`src/rtl/agg_pkg.sv`:
```
// Shared types and defaults for the aggregation (write-side pack) buffer.
package agg_pkg;

  localparam int DATA_WIDTH_DEF  = 16;
  localparam int FETCH_WIDTH_DEF = 4;

  // Ping-pong bank select
  typedef logic bank_idx_t;

  // Per-bank control strobes produced by the top-level handshake logic
  typedef struct packed {
    logic wr_en;   // write one element at the current column
    logic close;   // mark bank complete, latch its element count
    logic drain;   // memory took the word; bank becomes free
  } bank_ctl_t;

  // Ceiling log2 for width derivation; usable in constant expressions
  function automatic int clog2(input int value);
    int r;
    int v;
    r = 0;
    v = value - 1;
    while (v > 0) begin
      r++;
      v = v >> 1;
    end
    return r;
  endfunction

endpackage

```
`src/rtl/agg_bank.sv`:
```
// One ping-pong bank: FETCH_WIDTH element slots, full flag and element count.
// Storage is cleared when the word is drained so that a word closed early
// (partial flush) reads zero in the slots that were never written.
module agg_bank
  import agg_pkg::*;
#(
  parameter int DATA_WIDTH  = DATA_WIDTH_DEF,
  parameter int FETCH_WIDTH = FETCH_WIDTH_DEF,
  parameter int IW          = clog2(FETCH_WIDTH),
  parameter int CW          = IW + 1
) (
  input  logic                                  clk,
  input  logic                                  rst_n,
  input  bank_ctl_t                             ctl,
  input  logic [IW-1:0]                         wr_col,
  input  logic [DATA_WIDTH-1:0]                 wr_data,
  input  logic [CW-1:0]                         close_cnt,
  output logic                                  full,
  output logic [FETCH_WIDTH-1:0][DATA_WIDTH-1:0] data,
  output logic [CW-1:0]                         count
);

  // Element storage: clear on drain, then a same-cycle write (never to a
  // draining bank in practice) lands on top of the cleared word.
  always_ff @(posedge clk or negedge rst_n) begin
    if (!rst_n) begin
      data <= '0;
    end else begin
      if (ctl.drain) data <= '0;
      if (ctl.wr_en) data[wr_col] <= wr_data;
    end
  end

  // Full flag and recorded element count; close and drain never target the
  // same bank in one cycle (close needs it empty, drain needs it full).
  always_ff @(posedge clk or negedge rst_n) begin
    if (!rst_n) begin
      full  <= 1'b0;
      count <= '0;
    end else if (ctl.close) begin
      full  <= 1'b1;
      count <= close_cnt;
    end else if (ctl.drain) begin
      full  <= 1'b0;
      count <= '0;
    end
  end

endmodule

```
`src/rtl/agg_buffer.sv`:
```
// Aggregation buffer: packs one-per-cycle stream elements into
// FETCH_WIDTH-wide memory words, ping-pong double buffered.
// Optional feature macro AGG_FLUSH_EN adds flush (early close of a partial
// word) and mem_count (valid elements in mem_data).
module agg_buffer
  import agg_pkg::*;
#(
  parameter int DATA_WIDTH  = DATA_WIDTH_DEF,
  parameter int FETCH_WIDTH = FETCH_WIDTH_DEF
) (
  input  logic                              clk,
  input  logic                              rst_n,
  input  logic [DATA_WIDTH-1:0]             data_in,
  input  logic                              valid_in,
  output logic                              ready_in,
  output logic [FETCH_WIDTH*DATA_WIDTH-1:0] mem_data,
  output logic                              mem_valid,
  input  logic                              mem_ready
`ifdef AGG_FLUSH_EN
  ,
  input  logic                              flush,
  output logic [$clog2(FETCH_WIDTH):0]      mem_count
`endif
);

  localparam int IW = clog2(FETCH_WIDTH);
  localparam int CW = IW + 1;

  logic [IW-1:0]   col_index;
  bank_idx_t       wr_bank;
  bank_idx_t       rd_bank;

  logic [1:0]                                  full;
  logic [1:0][FETCH_WIDTH-1:0][DATA_WIDTH-1:0] bank_data;
  logic [1:0][CW-1:0]                          bank_cnt;
  bank_ctl_t [1:0]                             ctl;

  logic          accept;
  logic          last;
  logic          close;
  logic          drain;
  logic [CW-1:0] close_cnt;

  // Handshake: input side only sees the registered full flag of its bank
  assign ready_in  = ~full[wr_bank];
  assign accept    = valid_in & ready_in;
  assign last      = accept & (col_index == IW'(FETCH_WIDTH - 1));

`ifdef AGG_FLUSH_EN
  logic flush_close;
  // Early close only when there is something to close (old or incoming data)
  assign flush_close = flush & ready_in & ((col_index != '0) | accept);
  assign close       = last | flush_close;
`else
  assign close       = last;
`endif

  // Elements in the word being closed, including a same-cycle accept
  assign close_cnt = CW'(col_index) + CW'(accept);

  // Output side is pure register read of the bank under rd_bank
  assign mem_valid = full[rd_bank];
  assign mem_data  = bank_data[rd_bank];
  assign drain     = mem_valid & mem_ready;

`ifdef AGG_FLUSH_EN
  assign mem_count = mem_valid ? bank_cnt[rd_bank] : '0;
`endif

  // Two banks; strobes steered by the write and read pointers
  for (genvar b = 0; b < 2; b++) begin : g_bank
    assign ctl[b].wr_en = accept & (wr_bank == bank_idx_t'(b));
    assign ctl[b].close = close  & (wr_bank == bank_idx_t'(b));
    assign ctl[b].drain = drain  & (rd_bank == bank_idx_t'(b));

    agg_bank #(
      .DATA_WIDTH  (DATA_WIDTH),
      .FETCH_WIDTH (FETCH_WIDTH),
      .IW          (IW),
      .CW          (CW)
    ) u_bank (
      .clk       (clk),
      .rst_n     (rst_n),
      .ctl       (ctl[b]),
      .wr_col    (col_index),
      .wr_data   (data_in),
      .close_cnt (close_cnt),
      .full      (full[b]),
      .data      (bank_data[b]),
      .count     (bank_cnt[b])
    );
  end

  // Column counter and write pointer advance on accept / close
  always_ff @(posedge clk or negedge rst_n) begin
    if (!rst_n) begin
      col_index <= '0;
      wr_bank   <= 1'b0;
    end else if (close) begin
      col_index <= '0;
      wr_bank   <= ~wr_bank;
    end else if (accept) begin
      col_index <= col_index + IW'(1);
    end
  end

  // Read pointer follows completed drains
  always_ff @(posedge clk or negedge rst_n) begin
    if (!rst_n) begin
      rd_bank <= 1'b0;
    end else if (drain) begin
      rd_bank <= ~rd_bank;
    end
  end

  // A word offered to memory must not change until it is taken
  a_hold: assert property (@(posedge clk) disable iff (!rst_n)
    (mem_valid && !mem_ready) |=> (mem_valid && $stable(mem_data)));

`ifndef AGG_FLUSH_EN
  // Without flush every emitted word is complete
  a_full_word: assert property (@(posedge clk) disable iff (!rst_n)
    mem_valid |-> (bank_cnt[rd_bank] == CW'(FETCH_WIDTH)));
`endif

endmodule

```
`config.mk`:
```
export PLATFORM = sky130hd
export DESIGN_NAME = agg_buffer
export DESIGN_NICKNAME = d
export VERILOG_FILES = /design/src/rtl/agg_pkg.sv /design/src/rtl/agg_bank.sv /design/src/rtl/agg_buffer.sv
export SDC_FILE = /design/constraint.sdc
export NUM_CORES = 1
export LEC_CHECK = 0
export ABC_AREA = 1
export ABC_CLOCK_PERIOD_IN_PS = 1830
export BUFFER_PORTS_ARGS = -buffer_cell sky130_fd_sc_hd__buf_4
export CORE_ASPECT_RATIO = 1.75
export CORE_UTILIZATION = 46
export CTS_CLUSTER_DIAMETER = 80
export DETAILED_ROUTE_END_ITERATION = 12
export HOLD_SLACK_MARGIN = 0.03
export PLACE_DENSITY = 0.78
export REMOVE_ABC_BUFFERS = 1
export SLEW_MARGIN = 20
export SYNTH_ARGS = -nofsm -noshare
export SYNTH_HDL_FRONTEND = slang
export SYNTH_SLANG_ARGS = --single-unit
```
`constraint.sdc`:
```
create_clock -name clk -period 1.83 [get_ports clk]
set_clock_uncertainty 0.15 [all_clocks]
set_input_delay 0.0915 -clock clk [delete_from_list [all_inputs] [get_ports clk]]
set_output_delay 0.0915 -clock clk [all_outputs]
set_load 0.02 [all_outputs]
```
==> results summary <==
The run finished, with violations left. The final reports fail on DRC, setup timing. Yosys mapped a number of flops with a built-in enable equal to 0.

In the synthesized netlist, the cells that appear most often are nand2_1 (306), nand3_1 (148), dfrtp_1 (134). The overall overflow remaining after global route is 0. The non-filler instance count after layout came out at 1,081. The clock-pin slew on the worst setup and hold paths is 60 ps.

The mean post-synth cell area came out at 8.45 µm². Clock tree synthesis inserted a total of 17 buffers. STA puts the critical path data arrival time at 1670 ps. The flip-flop and latch area is 3350 µm². The post-synthesis sequential area ratio is 49.9%. 86 I/O pins were placed. The worst setup path is launched from a flop. The endpoint class of the critical path is an output pin. The yosys synthesis warning count came out at 0. The worst-case setup margin in the final layout is -82.1 ps.

The number of failing hold endpoints at the final stage came out at 0. The via count of the first global-routing pass is 5,696. The cell area that synthesis handed to floorplanning was 6710 µm². The most used flip-flop cell after synthesis is dfrtp_1. After synthesis, the share of flip-flops with an asynchronous set or reset is 100%. The floorplan step set the die height to 162 µm. The number of different library cells used by synthesis comes to 19. The number of filler instances in the final layout is 1,158.

The worst slack at placement is 130 ps. The initial antenna violation count was 0. The cell row count is 58. The detailed-route via count is 5,751. After layout, the design draws a total of 15,000 µW.

The number of instances in the synthesized netlist came out at 795. The max-slew violation count is 0. The final setup violation count is 55.

The number of buffers inserted by port buffering is 85. The area of the multi-input gates is 2830 µm². The remaining design rule violation count came out at 1. The detailed placer's ending HPWL is 11,100 µm. The largest driver fanout on the critical path came out at 21.

The maximum vdd drop is 0.943 mV. The largest total area in the synthesized netlist belongs to dfrtp_1. The power density of the placed cells came out at 1770 nW/µm². The count of antenna-violating nets left after detailed routing came out at 0. In the global route stage, overall resource usage came out at 25.2%. The leakage component of the power came out at 0.00492 µW.

The start-to-end type of the worst setup path is flop to output pin. The final critical delay including setup and external delays came out at 1910 ps. The starting density of the core came out at 47.0%. Setup repair after global routing could not meet its margin everywhere. The sum of negative setup slack came out at -2960 ps. The fmax is 523 MHz. For this run, the post-layout net count is 913.

TritonCTS built the clock tree. The transition time of the tightest slew-check pin came out at 812 ps. The count of TritonRoute iterations in the first routing pass is 10. The worst-skew pair later-pin latency is 410 ps. The floorplan core area came out at 14,300 µm². The maximum root-to-sink buffer count came out at 2.

The floorplan step defined a die boundary enclosing 15,100 µm². In this run the clock root is driven by a clkbuf_16. The fraction of layout cells with a size suffix above 1 is 25.9%. The portion of the clock cycle consumed by the worst path in the final layout is 104%. The repair_antennas step left the layout with diodes totalling 0. The worst hold slack came out at 54.7 ps. The first-pass GRT wire length came out at 29,200 µm.

The congestion estimate from routability-driven global placement came to 0.810. For this design, the sink count on the clock tree is 134. The die width came out at 93.3 µm. At the worst endpoint, the required time is 1590 ps. The ratio of routed vias to standard cells is 5.32. Entering global routing, the biggest net connects 53 pins.

In this run, the number of DRC markers left after iteration 0 of detailed routing was 448. The routed wire length came out at 18,300 µm. Measured against its own limit, the worst slew margin works out to 45.7%. In the post-synthesis netlist, the cell with the most instances is nand2_1. The final routed wire length divided by cell count came out at 17.0 µm. The top cell type's share of synthesized area is 49.9%.

The number of H-tree levels is 4. Relative to the synthesized area, the layout overhead comes to 26.4%. The total of flip-flops plus latches after synthesis is 134.

The total placed cells including tap cells came out at 1,027. In this run the worst hold path is classified as primary input to flop. Sorting the synthesized cells by area gives the leading types as dfrtp_1 (50%), nand2_1 (17%), nand3_1 (11%). Across the run, the number of max-cap violations was 0.
## registers in the layout (all words and copies together), names as in the netlist
| name | cells |
|---|---|
| g_bank.u_bank.data | 128 |
| g_bank.u_bank.full | 2 |
| col_index | 2 |
| wr_bank | 1 |
| rd_bank | 1 |
## path summary, 6_finish.rpt
check / startpoint / endpoint / slack (ps) / cells after the start
setup / recovery: rd_bank$_DFFE_PN0N_ / mem_data[7] / -80 / 3
hold / removal: mem_ready / rd_bank$_DFFE_PN0N_ / 50 / 4
setup reg to reg: g_bank[1].u_bank.full$_DFFE_PN0P_ / g_bank[1].u_bank.data[30]$_DFF_PN0_ / 70 / 6
hold reg to reg: g_bank[0].u_bank.data[45]$_DFF_PN0_ / g_bank[0].u_bank.data[45]$_DFF_PN0_ / 350 / 2
max in group asynchronous: rst_n / g_bank[1].u_bank.data[30]$_DFF_PN0_ / 220 / 3
min in group asynchronous: rst_n / g_bank[1].u_bank.data[13]$_DFF_PN0_ / 110 / 3
## routing by layer
layer | vias up | GRT usage, % | wire length, µm
li1 | 2702 | - | -
met1 | 2769 | 30.5 | 7060
met2 | 230 | 42.6 | 9730
met4 | 0 | 13.3 | 553
met3 | 50 | 4.35 | 1000
met5 | - | 0 | 0
## where the power goes
part           internal, µW  switching [µW]
sequential             4040             650
combinational          3080            3870
clock                  2100            1290
total                  9230            5810
## cells in the final DEF, fill, tap and decap left out, drive strengths merged, types with 3 or more instances in the layout
master       instances
buf                121
clkbuf              21
clkinv               3
clkinvlp             5
dfrtp              134
dlygate4sd3         19
ha                   4
inv                 60
mux2                64
nand2              310
nand3              152
nor2                 3
## worst max-delay path, stage by stage (launching register included)
cell and delay (ps):
dfrtp_2 460, buf_8 230, mux2_2 380, buf_4 160
## what timing repair did
item	4_1_cts	5_1_grt
resized for setup	9	25
endpoints found under the setup margin	64	65
cloned	1	1
setup buffers	3	0
hold buffers	19	0
endpoints found under the hold margin	264	0
pin swaps	0	0
## area by class of cell
| cell class | count | area share [%] |
|---|---|---|
| sequential | 134 | 39.5 |
| inverter | 59 | 2.61 |
| clock inverter | 11 | 1.47 |
| multi-input combinational | 536 | 33.4 |
| clock buffer | 20 | 5.50 |
| timing repair buffer | 141 | 14.9 |
| tap | 180 | 2.65 |
## kinds of logic after synthesis
kind of cell               share of synthesized area (%)
adders and majority gates                          0.745
DFF                                                 49.9
and+or+nand+nor                                     29.8
buffers and inverters                               8.72
muxes                                               10.7
AOI/OAI and AO/OA                                 0.0745
## per-stage QoR
step / area, µm² / util, %
final: 8490 / 59.4
after global routing: 8490 / 59.4
after CTS: 8400 / 58.7
after detailed placement: 7530 / 52.7
after global placement: 7530 / 52.7
after floorplan: 6350 / -
(Power assumes the default switching activity.)
